==> config.mk <==
export PLATFORM = sky130hd
export DESIGN_NAME = chorus_fx_ctrl
export DESIGN_NICKNAME = d
export VERILOG_FILES = /design/src/rtl/chorus_fx_ctrl.sv
export SDC_FILE = /design/constraint.sdc
export NUM_CORES = 1
export LEC_CHECK = 0
export BUFFER_PORTS_ARGS = -buffer_cell sky130_fd_sc_hd__buf_2
export CAP_MARGIN = 0
export CORE_UTILIZATION = 60
export DETAILED_ROUTE_END_ITERATION = 6
export HOLD_SLACK_MARGIN = 0.1
export PLACE_DENSITY = 0.88
export SYNTH_ARGS = -nofsm -noshare
export SYNTH_HDL_FRONTEND = slang
export SYNTH_SLANG_ARGS = --single-unit
==> constraint.sdc <==
create_clock -name clk -period 3.33 [get_ports clk]
set_input_delay 0.333 -clock clk [delete_from_list [all_inputs] [get_ports clk]]
set_output_delay 0.333 -clock clk [all_outputs]
set_load 0.05 [all_outputs]
==> src/rtl/chorus_fx_ctrl.sv <==
// chorus_fx_ctrl
// Sequences the chorus effect datapath from the front-panel chorus switch.
// The raw switch is synchronised and debounced. Its debounced edges are latched
// for the CPU. A click-free wet-gain ramp is driven into the chorus mixer and
// steps once per audio sample.
//
// Ports:
//   clk, reset_n      system clock, asynchronous active-low reset
//   address/write/    Avalon-MM slave: 2-bit register select, write strobe,
//   writedata/        8-bit write data, registered 8-bit read data
//   readdata          (one cycle latency, no read strobe)
//   switch_in         raw asynchronous chorus switch
//   sample_tick       one-clk pulse per audio sample
//   wet_gain          unsigned wet-path gain to the mixer
//   fx_active         chorus datapath enable (high in every state except OFF)
//   irq               level interrupt: irq_en & any captured edge
//
// Register map:
//   0 STATUS  RO  {5'b0, ramping, fx_active, debounced switch}
//   1 CONTROL RW  {5'b0, irq_en, ovr_val, ovr_en}
//   2 EDGE    W1C {6'b0, fall, rise}
//   3 TARGET  RW  target wet gain
module chorus_fx_ctrl #(
    parameter int         DB_COUNT     = 50000,
    parameter int         RAMP_STEP    = 1,
    parameter logic [7:0] TARGET_RESET = 8'h80
) (
    input  logic       clk,
    input  logic       reset_n,
    input  logic [1:0] address,
    input  logic       write,
    input  logic [7:0] writedata,
    output logic [7:0] readdata,
    input  logic       switch_in,
    input  logic       sample_tick,
    output logic [7:0] wet_gain,
    output logic       fx_active,
    output logic       irq
);

    localparam int               CNT_W    = (DB_COUNT > 1) ? $clog2(DB_COUNT) : 1;
    localparam logic [CNT_W-1:0] CNT_LAST = CNT_W'(DB_COUNT - 1);
    localparam logic [8:0]       STEP9    = 9'(RAMP_STEP);

    typedef enum logic [1:0] {
        ST_OFF,
        ST_RAMP_UP,
        ST_ON,
        ST_RAMP_DOWN
    } state_t;

    logic             sync1_reg, sync2_reg;
    logic             db_level_reg;
    logic [CNT_W-1:0] db_cnt_reg;
    logic [2:0]       ctrl_reg;
    logic [1:0]       edge_reg;
    logic [7:0]       target_reg;
    logic             irq_reg;
    logic [7:0]       readdata_reg;
    state_t           state_reg;
    logic [7:0]       wet_gain_reg;
    logic             fx_active_reg;

    // ---------------------------------------------------------------
    // Switch synchroniser and debounce
    // ---------------------------------------------------------------
    always_ff @(posedge clk or negedge reset_n) begin
        if (!reset_n) begin
            sync1_reg    <= 1'b0;
            sync2_reg    <= 1'b0;
            db_level_reg <= 1'b0;
            db_cnt_reg   <= '0;
        end else begin
            sync1_reg <= switch_in;
            sync2_reg <= sync1_reg;
            if (sync2_reg == db_level_reg) begin
                db_cnt_reg <= '0;
            end else if (db_cnt_reg == CNT_LAST) begin
                db_level_reg <= sync2_reg;
                db_cnt_reg   <= '0;
            end else begin
                db_cnt_reg <= db_cnt_reg + 1'b1;
            end
        end
    end

    // The debounced level flips on exactly the cycles where the counter
    // expires, so the edge events can be derived without an extra delay flop.
    logic db_update, db_rise, db_fall;
    assign db_update = (sync2_reg != db_level_reg) && (db_cnt_reg == CNT_LAST);
    assign db_rise   = db_update &  sync2_reg;
    assign db_fall   = db_update & ~sync2_reg;

    // ---------------------------------------------------------------
    // Register file
    // ---------------------------------------------------------------
    logic wr_ctrl, wr_edge, wr_target;
    assign wr_ctrl   = write && (address == 2'd1);
    assign wr_edge   = write && (address == 2'd2);
    assign wr_target = write && (address == 2'd3);

    logic       ramping;
    logic [1:0] edge_next;
    assign ramping = (state_reg == ST_RAMP_UP) || (state_reg == ST_RAMP_DOWN);

    // Capture has priority over the write-one-to-clear on the same bit.
    assign edge_next[0] = db_rise | (edge_reg[0] & ~(wr_edge & writedata[0]));
    assign edge_next[1] = db_fall | (edge_reg[1] & ~(wr_edge & writedata[1]));

    always_ff @(posedge clk or negedge reset_n) begin
        if (!reset_n) begin
            ctrl_reg     <= 3'd0;
            edge_reg     <= 2'd0;
            target_reg   <= TARGET_RESET;
            irq_reg      <= 1'b0;
            readdata_reg <= 8'd0;
        end else begin
            if (wr_ctrl)   ctrl_reg   <= writedata[2:0];
            if (wr_target) target_reg <= writedata;
            edge_reg <= edge_next;
            irq_reg  <= ctrl_reg[2] & (|edge_reg);
            case (address)
                2'd0:    readdata_reg <= {5'd0, ramping, fx_active_reg, db_level_reg};
                2'd1:    readdata_reg <= {5'd0, ctrl_reg};
                2'd2:    readdata_reg <= {6'd0, edge_reg};
                default: readdata_reg <= target_reg;
            endcase
        end
    end

    // ---------------------------------------------------------------
    // Wet-gain ramp
    // ---------------------------------------------------------------
    logic       req;
    logic [8:0] gain_up;
    logic [7:0] up_sat, down_zero, down_sat;

    assign req = ctrl_reg[0] ? ctrl_reg[1] : db_level_reg;

    // All arithmetic is done 9 bits wide so neither direction can wrap.
    // up_sat also clamps a gain that is already above the target.
    assign gain_up   = {1'b0, wet_gain_reg} + STEP9;
    assign up_sat    = (gain_up >= {1'b0, target_reg}) ? target_reg : gain_up[7:0];
    assign down_zero = ({1'b0, wet_gain_reg} > STEP9) ? (wet_gain_reg - STEP9[7:0]) : 8'd0;
    assign down_sat  = ({1'b0, wet_gain_reg} > ({1'b0, target_reg} + STEP9))
                       ? (wet_gain_reg - STEP9[7:0]) : target_reg;

    always_ff @(posedge clk or negedge reset_n) begin
        if (!reset_n) begin
            state_reg     <= ST_OFF;
            wet_gain_reg  <= 8'd0;
            fx_active_reg <= 1'b0;
        end else begin
            case (state_reg)
                ST_OFF: begin
                    wet_gain_reg <= 8'd0;
                    if (req && (target_reg != 8'd0)) begin
                        state_reg     <= ST_RAMP_UP;
                        fx_active_reg <= 1'b1;
                    end
                end
                ST_RAMP_UP: begin
                    if (!req) begin
                        // Reverse from the present gain; no step this cycle.
                        state_reg <= ST_RAMP_DOWN;
                    end else if (sample_tick) begin
                        wet_gain_reg <= up_sat;
                        if (up_sat == target_reg) state_reg <= ST_ON;
                    end
                end
                ST_ON: begin
                    if (!req) begin
                        state_reg <= ST_RAMP_DOWN;
                    end else if (sample_tick) begin
                        if (wet_gain_reg < target_reg)      wet_gain_reg <= up_sat;
                        else if (wet_gain_reg > target_reg) wet_gain_reg <= down_sat;
                    end
                end
                ST_RAMP_DOWN: begin
                    if (req) begin
                        state_reg <= ST_RAMP_UP;
                    end else if (sample_tick) begin
                        wet_gain_reg <= down_zero;
                        if (down_zero == 8'd0) begin
                            state_reg     <= ST_OFF;
                            fx_active_reg <= 1'b0;
                        end
                    end
                end
                default: begin
                    state_reg     <= ST_OFF;
                    wet_gain_reg  <= 8'd0;
                    fx_active_reg <= 1'b0;
                end
            endcase
        end
    end

    assign readdata  = readdata_reg;
    assign wet_gain  = wet_gain_reg;
    assign fx_active = fx_active_reg;
    assign irq       = irq_reg;

endmodule
==> run metrics <==
CP Buf/Inv Count=0; DR WL/cell=18.43 um; top cell type's share of synthesized area=0.3277; clk buf depth=2; Leak=2.033 nW; first-pass GRT wire length=15.91 mm; max reg flops=16; worst hold path class=in -> reg; endpoints failing setup=0; CTS root buffer=clkbuf_8; Worst Tran Pin Value=0.7771 ns; CTS Buf Count=5; capturing point of the worst reg2reg path=wet_gain[1]; Tcrit/Tclk final=0.9490; minimum clock period=3.160 ns; DR DRC count=0; Die H=82.57 um; Clock Latency Late Sink=0.31 ns; setup TNS=0 ns; R2R depth=11; Setup WS post-layout=0.1700 ns; Synth Area per Inst=9.208 um^2; Post-Synthesis Cells=423; Via-to-Cell Ratio=6.403; Netlist cell types=68; status=completed; Crit path max-delay family=simple AND/OR/NAND/NOR gates; list of most frequent post-synthesis cells=dfrtp_1, ha_1, nor2_1, o21ai_0, nand2_1; compound-gate portion of the synthesized area=0.1696; CP cell instances=and3_1 -> nand3_2 -> xnor2_2 -> ha_1 -> and3_1 -> nor2b_1 -> a311o_1 -> nor2_4 -> o22ai_1 -> o31ai_1 -> o311ai_1; number of global-route vias before repair=3365; WL final=10.01 mm; post-synthesis adder-cell area fraction=0.1124; GP Congestion=0.9879; pwr dens=734.8 mW/mm^2; fraction of registers with async set/reset=1.000; total global-route track usage=0.3115; crit path capture=wet_gain[1]; gr ovfl total=0; Post-synth EDFFs=0; Slew HR=0.4765; Syn. warnings=0; die area=0.006818 mm^2; Worst EP required=3.52 ns; count leader, synth=dfrtp_1; most frequent CP cell=and3_1; I/O Pins=33; biggest area consumer among synthesized cells=dfrtp_1; CTS tree=built; WP depth=11; CP Launch Type=flop; nets=517; number of max-cap violations=0; multiplexer share of the synthesized area=0.06328; fraction of layout cells with a size suffix above 1=0.2009; port buffer count=32; Critical Path Slowest Stage Cell=dfrtp_1; crit path from=wet_gain[2]; critical path type=reg -> reg; via count=3477; unrepaired setup endpoints after global routing=no; Clock transition at path regs=0.10 ns; syn nets=473; clk_skew=0.006663 ns; DRT Pass-1 Iters=5; simple-gate portion of the synthesized area=0.1889; synthesized area=0.003895 mm^2; Worst path max stage delay=0.45 ns; Starting Density=0.6390; Rows=28; pre-CTS setup slack=0.09439 ns; number of fill cells in the layout=494; reg-to-reg startpoint=wet_gain[2]; combinational family with the most area after synthesis=simple AND/OR/NAND/NOR gates; DRT iter0 DRCs=294; R2R Setup Slk=0.17 ns; FF+latch count, synth=52; Crit Path Max Fanout=9; Sinks on Clock Net=52; core area=0.006096 mm^2; Max Freq=316.5 MHz; critical path arrival=3.35 ns; # diodes=0; initial antenna violation count=0; placed wire-length estimate=7.552 mm; ranking of synthesized cells by area=dfrtp_1, ha_1, xnor2_1, o21ai_0, mux2_2; Hold Fails Final Rpt=0; post-synthesis xor/xnor area fraction=0.08962; CP endpoint kind=flop; DRT antenna net count=0; Die X=82.57 um; largest net degree at the start of global routing=32; H-tree levels=2; Area Growth Syn to Fin=11.53%; Most used DFF post-synth=dfrtp_1; sequential area share after synthesis=0.3344; max-slew violations=0; VDD IR max=0.0004628 V
## layout make-up
type | count | area, um^2 | area share
multi-input combinational | 334 | 2441 | 0.5619
sequential | 52 | 1304 | 0.3001
timing repair buffer | 55 | 347.8 | 0.08007
tap | 75 | 93.84 | 0.02160
clock buffer | 6 | 72.57 | 0.01671
inverter | 19 | 71.32 | 0.01642
clock inverter | 2 | 13.76 | 0.003168
## per-layer routing
layer  track usage  vias up  wire length (um)
li1              -     1629                 -
met1        0.3887     1701              4371
met2        0.5397      122              4880
met3       0.05165       25               538
met4        0.1155        0               219
met5             0        -                 0
## worst min-delay path by stage
stage / from / end / slack [ns] / cells past startpoint
after floorplan: reset_n / ctrl_reg[0] / 0.04 / 0
after global placement: reset_n / wet_gain[6] / 0.33 / 1
after detailed placement: reset_n / wet_gain[6] / 0.35 / 1
after CTS: switch_in / sync1_reg / 0.12 / 1
after global routing: switch_in / sync1_reg / 0.12 / 1
final: switch_in / sync1_reg / 0.12 / 1
## through the flow
step           instance area [um^2]  std cells  utilization  hold WS (ns)  total power [W]
3_5_place_dp                   4215        533       0.6915        0.3497         0.002742
3_3_place_gp                   4215        533       0.6915        0.3329         0.002695
4_1_cts                        4312        542       0.7073        0.1191         0.003109
5_1_grt                        4344        543       0.7126        0.1155         0.003431
6_report                       4344        543       0.7126        0.1239         0.003192
2_1_floorplan                  3895        423            -       0.03741         0.002237
## placed cells by master (no fill, tap or decap), types with 3 or more instances in the layout
cell type	n
a21o_1	4
a21oi_1	21
and3_1	16
buf_2	32
buf_4	21
clkbuf_8	5
dfrtp_1	50
ha_1	34
inv_1	19
mux2_2	13
mux2i_1	4
nand2_1	26
nand2b_1	3
nand3_1	20
nand4_1	8
nor2_1	31
nor2b_1	4
nor3_1	11
o211ai_1	4
o21ai_0	29
o21ai_1	3
o22ai_1	3
o311ai_0	3
xnor2_1	24
xor2_1	14
## worst reg2reg max path: cells and delay by family, from the launching register on
kind,cells,cell delay (ns)
simple gates,5,1.08
compound gates,4,0.94
flops,1,0.45
fa+ha+maj,1,0.30
xor+xnor,1,0.27
## kinds of logic after synthesis
| family | Yosys count |
|---|---|
| simple gates | 141 |
| compound gates | 99 |
| flops | 52 |
| xor+xnor | 39 |
| buf+inv | 37 |
| fa+ha+maj | 35 |
| mux | 20 |
## report_power, final
group | switching (W) | leakage (nW) | internal, W
combinational | 0.00121 | 1.32 | 0.000776
clock | 0.000216 | 0.0456 | 0.000150
sequential | 0.000109 | 0.672 | 0.000727
## repair_timing
item	in CTS	in global routing
setup buffers	0	1
gates resized for setup	0	6
setup endpoints to repair	0	6
endpoints found under the hold margin	20	0
hold buffers	1	0
Note: power is estimated with default switching activity, not from simulation.
